--- src/rtl/mux_pkg.sv ---
// Shared types for the stream multiplexer family.
package mux_pkg;

    typedef enum logic {
        MODE_SEL = 1'b0,
        MODE_RR  = 1'b1
    } mux_mode_e;

endpackage

--- src/rtl/mux_stream_n_rr_pick.sv ---
// Rotating-priority picker: first asserted request at or after ptr, wrapping at N.
module rr_pick #(
    parameter int N    = 4,
    parameter int SELW = $clog2(N)
) (
    input  logic [N-1:0]    req,
    input  logic [SELW-1:0] ptr,
    output logic            gnt_valid,
    output logic [SELW-1:0] gnt_idx
);

    logic [SELW:0] cand_s;

    // Walk offsets from farthest to nearest so the nearest requester wins.
    always_comb begin
        gnt_valid = 1'b0;
        gnt_idx   = '0;
        cand_s    = '0;
        for (int j = N - 1; j >= 0; j--) begin
            cand_s = {1'b0, ptr} + (SELW + 1)'(j);
            if (cand_s >= (SELW + 1)'(N)) begin
                cand_s = cand_s - (SELW + 1)'(N);
            end else begin
                cand_s = cand_s;
            end
            if (req[cand_s[SELW-1:0]]) begin
                gnt_valid = 1'b1;
                gnt_idx   = cand_s[SELW-1:0];
            end else begin
                gnt_valid = gnt_valid;
            end
        end
    end

endmodule

--- src/rtl/mux_stream_n.sv ---
// N-channel handshaked stream mux with a one-deep output register,
// steered by an external select or by a round-robin pointer.
module mux_stream_n
    import mux_pkg::*;
#(
    parameter int        N     = 4,
    parameter int        WIDTH = 4,
    parameter mux_mode_e MODE  = MODE_SEL,
    localparam int       SELW  = $clog2(N)
) (
    input  logic               clk,
    input  logic               reset,
    input  logic [N-1:0]       in_valid,
    output logic [N-1:0]       in_ready,
    input  logic [N*WIDTH-1:0] in_data,
    input  logic [SELW-1:0]    s,
    output logic               out_valid,
    input  logic               out_ready,
    output logic [WIDTH-1:0]   out_data,
    output logic [SELW-1:0]    out_sel
);

    logic               valid_r;
    logic [WIDTH-1:0]   data_r;
    logic [SELW-1:0]    sel_r;
    logic [SELW-1:0]    ptr_r;

    logic               can_load_s;
    logic               rr_gv_s;
    logic [SELW-1:0]    rr_gi_s;
    logic               gnt_valid_s;
    logic [SELW-1:0]    gnt_idx_s;
    logic               xfer_s;
    logic [WIDTH-1:0]   gnt_data_s;
    logic [SELW-1:0]    ptr_next_s;

    assign can_load_s = ~valid_r | out_ready;

    rr_pick #(
        .N    (N),
        .SELW (SELW)
    ) u_pick (
        .req       (in_valid),
        .ptr       (ptr_r),
        .gnt_valid (rr_gv_s),
        .gnt_idx   (rr_gi_s)
    );

    // Grant source by mode; a select outside 0..N-1 grants nobody.
    always_comb begin
        gnt_valid_s = 1'b0;
        gnt_idx_s   = '0;
        if (MODE == MODE_RR) begin
            gnt_valid_s = rr_gv_s;
            gnt_idx_s   = rr_gi_s;
        end else begin
            gnt_valid_s = ({1'b0, s} < (SELW + 1)'(N));
            gnt_idx_s   = s;
        end
    end

    // Ready goes only to the granted channel; data never feeds this path.
    always_comb begin
        in_ready = '0;
        if (gnt_valid_s && can_load_s) begin
            in_ready[gnt_idx_s] = 1'b1;
        end else begin
            in_ready = '0;
        end
    end

    // Data mux, transfer detect and pointer wrap at N.
    always_comb begin
        gnt_data_s = '0;
        xfer_s     = 1'b0;
        for (int i = 0; i < N; i++) begin
            if (SELW'(i) == gnt_idx_s) begin
                gnt_data_s = in_data[i*WIDTH +: WIDTH];
                xfer_s     = gnt_valid_s & can_load_s & in_valid[i];
            end else begin
                gnt_data_s = gnt_data_s;
            end
        end
        if (gnt_idx_s == SELW'(N - 1)) begin
            ptr_next_s = '0;
        end else begin
            ptr_next_s = gnt_idx_s + SELW'(1);
        end
    end

    // Output register and round-robin pointer.
    always_ff @(posedge clk) begin
        if (reset) begin
            valid_r <= 1'b0;
            data_r  <= '0;
            sel_r   <= '0;
            ptr_r   <= '0;
        end else if (xfer_s) begin
            valid_r <= 1'b1;
            data_r  <= gnt_data_s;
            sel_r   <= gnt_idx_s;
            if (MODE == MODE_RR) begin
                ptr_r <= ptr_next_s;
            end else begin
                ptr_r <= ptr_r;
            end
        end else if (out_ready && valid_r) begin
            valid_r <= 1'b0;
        end else begin
            valid_r <= valid_r;
        end
    end

    assign out_valid = valid_r;
    assign out_data  = data_r;
    assign out_sel   = sel_r;

endmodule

--- config.mk ---
export PLATFORM = sky130hd
export DESIGN_NAME = mux_stream_n
export DESIGN_NICKNAME = d
export VERILOG_FILES = /design/src/rtl/mux_pkg.sv /design/src/rtl/mux_stream_n_rr_pick.sv /design/src/rtl/mux_stream_n.sv
export SDC_FILE = /design/constraint.sdc
export NUM_CORES = 1
export LEC_CHECK = 0
export CORE_MARGIN = 2
export CORE_UTILIZATION = 31
export CTS_BUF_LIST = sky130_fd_sc_hd__clkbuf_16
export DETAILED_ROUTE_END_ITERATION = 8
export GPL_ROUTABILITY_DRIVEN = 0
export HOLD_SLACK_MARGIN = 0.12
export PLACE_DENSITY = 0.81
export SETUP_SLACK_MARGIN = 0.1
export SYNTH_ARGS = -nofsm -noshare
export SYNTH_HDL_FRONTEND = slang
export SYNTH_SLANG_ARGS = --single-unit
--- constraint.sdc ---
create_clock -name clk -period 1.7 [get_ports clk]
set_input_delay 0.425 -clock clk [delete_from_list [all_inputs] [get_ports clk]]
set_output_delay 0.425 -clock clk [all_outputs]
set_load 0.005 [all_outputs]
==> key figures, run 1 <==
Synth
  • #FFs+latches synth: 7
  • Post-Synthesis Cells: 45
  • Mapped Nets: 70
  • Mapped Area: 452 um2
  • Syn_area_per_cell: 10.0 um2
  • Yosys cell types: 20
  • YS warnings: 0
  • Sequential area share after synthesis: 31.0%

Placement
  • IO Port Bufs: 35
  • Placed Area: 830 um2
  • Post-DP HPWL: 963 um

CTS
  • Post-CTS Hold Buffers: 0
  • CTS Buffer Depth: 2
  • Worst skew pair latency: 230 ps
  • CTS buffer count: 3
  • Num Clock Sinks: 7
  • Clock-pin slew on the worst setup and hold paths: 30 ps
  • CTS tree: done
  • H-Tree Depth: 1
  • Root Driver: clkbuf_16

Detailed routing
  • Final antenna-violating net count: 0
  • First-pass DRT Iterations: 4
  • Vias: 523
  • Drt drc: 0
  • Vias/cell: 5.23
  • Iteration-0 DRC Markers: 7
  • Total length of routed wires: 1240 um
  • DR WL/cell: 12.4 um

Layout
  • Ant. Diodes: 0
  • Layout cells sized above 1: 22.4%
  • Nets: 111
  • Finished Cell Area: 923 um2
  • Area grow syn2layout: 104%
  • Most frequent cells in the layout: 28 x clkdlybuf4s50_1, 7 x dfxtp_1, 6 x nand3_1, 6 x a21oi_1, 5 x o21ai_1
  • Commonest non-fill, non-tap cell in the layout: clkdlybuf4s50_1

Floorplan
  • Die W: 42.2 um
  • I/O pin cnt: 36
  • Die Height: 42.2 um
  • CORE AREA: 1330 um2
  • Die Footprint: 1780 um2
  • Initial Util: 33.9%
  • Rows: 13

Setup path
  • Setup crit start: s[1]
  • Critical Path Start Type: input pin
  • Cells along the critical path: dlygate4sd2_1, nor3b_2, clkdlybuf4s15_1
  • Kind of critical path: input pin to primary output
  • Worst Setup End Kind: primary output
  • Critical Path RT: 1270 ps
  • Critical Path AT: 1130 ps
  • Largest fanout on the critical path: 5
  • CP peak stage delay: 300 ps
  • Slowest CP cell: dlygate4sd2_1
  • Reg-to-Reg Start: out_valid

GRT
  • Initial antenna violation count: 0
  • First-pass GRT wire length: 1960 um
  • Vias in the first global route: 473
  • Total GRT Usage: 15.1%
  • GRT overflow: 0
  • Largest net degree at the start of global routing: 9

Timing
  • Max Freq: 0.644 GHz
  • Slew Limit Fails: 0
  • Final hold vios: 0
  • Relative slew slack: 78.9%
  • Post-layout min period: 1550 ps
  • Min Hold Slack: 463 ps
  • Fin Clk Skew: 0.956 ps
  • Final setup violation count: 0
  • RSZ-0062 raised after global routing: true
  • Final period utilization: 91.3%
  • Slew @ Worst Pin: 308 ps

Worst hold path
  • Hold WC Path Type: flip-flop to flip-flop
  • Hold Crit Start: out_sel[0]

Pwr
  • Pwr/cell area: 821 nW/um2
  • LEAKAGE: 0.000373 uW
  • Overall power: 758 uW
  • Peak VDD IR: 0.349 mV

Outcome
  • Outcome: completed

Job
  • Max-Cap Viols: 0
-- area by class of cell --
class,count,area [um2]
sequential,7,140
multi-input combinational,35,319
clock buffer,3,75.1
tap,15,18.8
fill,122,410
clock inverter,1,3.75
timing repair buffer,39,367
-- flip-flops by register name, summed over array words and instances (netlist names) --
signal,cells
out_valid,1
out_data,4
out_sel,2
-- logic make-up (layout without fill, tap and decap cells) --
group / Yosys count / in the layout / share of synthesized area, %
AOI/OAI and AO/OA: 12 / 12 / 13.6
muxes: 6 / 6 / 28.8
and+or+nand+nor: 17 / 17 / 21.9
buffers and inverters: 3 / 43 / 4.71
DFF: 7 / 7 / 31.0
-- worst max-delay path: cells and delay by family --
| kind | cells | cell delay, ps |
|---|---|---|
| buffers and inverters | 2 | 520 |
| and+or+nand+nor | 1 | 190 |
-- power breakdown --
group	total, uW	internal (uW)	switching [uW]
sequential	186	179	6.94
clock	394	306	88.1
combinational	178	120	57.7
total	758	605	153
-- metrics by stage --
stage | instances | setup TNS, ps | setup slack [ps] | util, %
detailed placement | 96 | -3940 | -527 | 62.2
global route | 100 | 0 | 98.9 | 69.2
global placement | 96 | -3760 | -515 | 62.2
floorplan | 45 | 0 | 324 | -
CTS | 100 | 0 | 60.5 | 67.4
finish | 100 | 0 | 148 | 69.2
-- Yosys cell counts --
cell type	count	share of area, %
nand2_1	1	0.83
or3_1	1	1.4
a31oi_1	1	1.4
nand3_1	6	6.6
or2b_2	1	1.9
buf_6	1	2.5
nor2b_1	1	1.4
nor2_1	2	1.7
mux4_1	4	23
o21ai_1	5	5.5
buf_2	1	1.1
mux2i_1	1	2.2
dfxtp_1	7	31
a21oi_1	6	6.6
clkbuf_2	1	1.1
mux2_4	1	3.3
nor3_1	2	2.2
and3_2	1	1.7
and3_4	1	2.5
nor3b_1	1	1.7
-- metal layers --
metal	GRT usage (%)	vias up	wire length [um]
li1	-	257	-
met1	16.8	229	490
met2	22.5	32	575
met3	5.17	5	128
met4	13.1	0	48
met5	0	-	0
-- repair_timing --
| action | CTS | global route |
|---|---|---|
| setup endpoints to repair | 11 | 10 |
| resized for setup | 15 | 10 |
| buffers inserted | 0 | 0 |
| cloned | 0 | 0 |
-- worst paths after layout --
path                      end  slack, ps  cells after the start
hold / removal     out_sel[0]        460                      2
setup reg to reg   out_sel[1]        350                      5
hold reg to reg    out_sel[0]        460                      2
setup / recovery  in_ready[1]        150                      3
Note: power is estimated with default switching activity, not from simulation.
==> inputs of run 2 (changes only) <==
--- a/config.mk
+++ b/config.mk
@@ -5,13 +5,15 @@
 export SDC_FILE = /design/constraint.sdc
 export NUM_CORES = 1
 export LEC_CHECK = 0
+export CELL_PAD_IN_SITES_DETAIL_PLACEMENT = 1
+export CELL_PAD_IN_SITES_GLOBAL_PLACEMENT = 1
 export CORE_MARGIN = 2
-export CORE_UTILIZATION = 31
+export CORE_UTILIZATION = 21
 export CTS_BUF_LIST = sky130_fd_sc_hd__clkbuf_16
 export DETAILED_ROUTE_END_ITERATION = 8
 export GPL_ROUTABILITY_DRIVEN = 0
 export HOLD_SLACK_MARGIN = 0.12
-export PLACE_DENSITY = 0.81
+export PLACE_DENSITY = 0.8
 export SETUP_SLACK_MARGIN = 0.1
 export SYNTH_ARGS = -nofsm -noshare
 export SYNTH_HDL_FRONTEND = slang
==> run 2 against run 1 <==
Effect of this change: hold slack worse by 4.2 ps; clock power is essentially flat; design area grew 2.0%; die area rose by 43%; critical path depth is the same; maximum frequency is 1.9% lower; largest power group unchanged; critical path type unchanged.
==> key figures, run 2 (synthesis results as in run 1) <==
GRT
  • Vias in the first global route: 550 (+16%)
  • First-pass GRT wire length: 2460 um (+25%)
  • Initial antenna violation count: 0 (unchanged)
  • GRT overflow: 0 (unchanged)
  • Largest net degree at the start of global routing: 9 (unchanged)
  • Total GRT Usage: 13.7% (-1.4 points)

Timing
  • Min Hold Slack: 459 ps (-4.23 ps)
  • Final period utilization: 93.0% (+1.7 points)
  • Slew @ Worst Pin: 321 ps (+13.3 ps)
  • Final setup violation count: 0 (unchanged)
  • Max Freq: 0.632 GHz (-1.9%)
  • RSZ-0062 raised after global routing: true
  • Slew Limit Fails: 0 (unchanged)
  • Final hold vios: 0 (unchanged)
  • Fin Clk Skew: 0.755 ps (-0.201 ps)
  • Relative slew slack: 78.5% (-0.41 points)
  • Post-layout min period: 1580 ps (+29.5 ps)

Setup path
  • Critical Path RT: 1270 ps (about the same)
  • Worst Setup End Kind: primary output
  • Largest fanout on the critical path: 5 (unchanged)
  • R2r setup slk: 360 ps (about the same)
  • R2R Path End: out_data[2]
  • Critical Path AT: 1160 ps (+30 ps)
  • Cells on worst reg2reg path: 5 (unchanged)
  • Critical Path Start Type: input pin
  • Reg-to-Reg Start: out_valid
  • Kind of critical path: input pin to primary output

Detailed routing
  • Drt drc: 0 (unchanged)
  • Vias/cell: 4.76 (-9.0%)
  • Final antenna-violating net count: 0 (unchanged)
  • Iteration-0 DRC Markers: 3 (-4)
  • Vias: 538 (+2.9%)
  • First-pass DRT Iterations: 2 (-2)
  • DR WL/cell: 13.5 um (+8.6%)
  • Total length of routed wires: 1530 um (+23%)

CTS
  • H-Tree Depth: 1 (unchanged)
  • Post-CTS setup buffers: 0 (unchanged)
  • Num Clock Sinks: 7 (unchanged)
  • CTS tree: done
  • Clock-pin slew on the worst setup and hold paths: 30 ps (about the same)
  • CTS Buffer Depth: 2 (unchanged)
  • CTS buffer count: 3 (unchanged)
  • Worst skew pair latency: 230 ps (about the same)
  • Root Driver: clkbuf_16

Floorplan
  • Die Height: 50.4 um (+19%)
  • I/O pin cnt: 36 (unchanged)
  • Die Footprint: 2540 um2 (+43%)
  • Die W: 50.4 um (+19%)
  • CORE AREA: 2000 um2 (+50%)
  • Rows: 16 (+3)
  • Initial Util: 22.6% (-11 points)

Layout
  • Largest register FFs: 4 (unchanged)
  • Commonest non-fill, non-tap cell in the layout: clkdlybuf4s50_1
  • Final Non-Filler Cells: 113 (+13%)
  • Area grow syn2layout: 109%
  • Reg area: 141 um2 (+0.89%)
  • Fillers: 232 (+90%)
  • Ant. Diodes: 0 (unchanged)
  • Layout cells sized above 1: 27.9% (+5.6 points)
  • Area of the multi-input gates: 324 um2 (+1.6%)
  • Nets: 112 (+0.90%)
  • Most frequent cells in the layout: 28 x clkdlybuf4s50_1, 6 x nand3_1, 6 x dfxtp_1

Placement
  • Placed Cells incl. Taps: 109 (+14%)
  • IO Port Bufs: 35 (unchanged)

Pwr
  • Pwr/cell area: 809 nW/um2 (-1.4%)
  • Peak VDD IR: 0.403 mV (+16%)
  • LEAKAGE: 0.000378 uW (+1.1%)

Worst hold path
  • Hold depth: 2 (unchanged)
  • WHS Endpoint: out_data[1]
  • Hold Crit Start: out_data[1]
  • Hold WC Path Type: flip-flop to flip-flop

Job
  • Max-Cap Viols: 0 (unchanged)

Outcome
  • Outcome: completed
[run 2: worst max-delay path, stage by stage]
cell           delay [ps]
dlygate4sd2_1         280
nor3_1                200
dlygate4sd2_1         260
[run 2: worst max path at each step]
stage	from	end	slack (ps)	cells past startpoint
6_report	s[0]	in_ready[0]	120	3
3_3_place_gp	out_ready	in_ready[3]	-520	4
2_1_floorplan	out_ready	in_ready[3]	320	2
4_1_cts	out_ready	in_ready[3]	90	4
3_5_place_dp	out_ready	in_ready[3]	-550	4
5_1_grt	s[0]	in_ready[0]	90	3
[run 2: per-stage QoR]
step | setup slack (ps) | power, uW | cell area [um2] | TNS [ps] | utilization (%)
3_3_place_gp | -520 | 365 | 852 | -3770 | 42.6
3_5_place_dp | -554 | 372 | 852 | -4200 | 42.6
4_1_cts | 92.3 | 769 | 945 | 0 | 47.2
2_1_floorplan | 324 | 258 | 452 | 0 | -
6_report | 119 | 762 | 942 | 0 | 47.1
5_1_grt | 85.7 | 794 | 942 | 0 | 47.1
[run 2: final cells by class]
type | instances | share of cell area, %
Clock buffer | 3 | 7.97
Tap cell | 27 | 3.59
Timing Repair Buffer | 40 | 38.6
Sequential cell | 7 | 15.0
Multi-Input combinational cell | 35 | 34.4
Clock inverter | 1 | 0.398
[run 2: layer usage]
layer	vias up	routed length (um)	global-route usage, %	part of all wire, %
met5	-	0	0	0
met4	0	60	13.5	3.9
met3	4	139	3.87	9.1
met2	31	754	22.1	49
met1	245	570	13.8	37
li1	258	-	-	-
[run 2: report_power, final]
part / internal (uW) / leakage [uW] / switching [uW]
clock network: 306 / 0.0000423 / 86.0
registers: 180 / 0.0000580 / 7.51
logic: 122 / 0.000277 / 61.9
[run 2: what timing repair did]
item / 4_1_cts / 5_1_grt
pin swaps: 1 / 0
hold buffers: 0 / 0
endpoints found under the setup margin: 11 / 7
gates resized for setup: 23 / 5
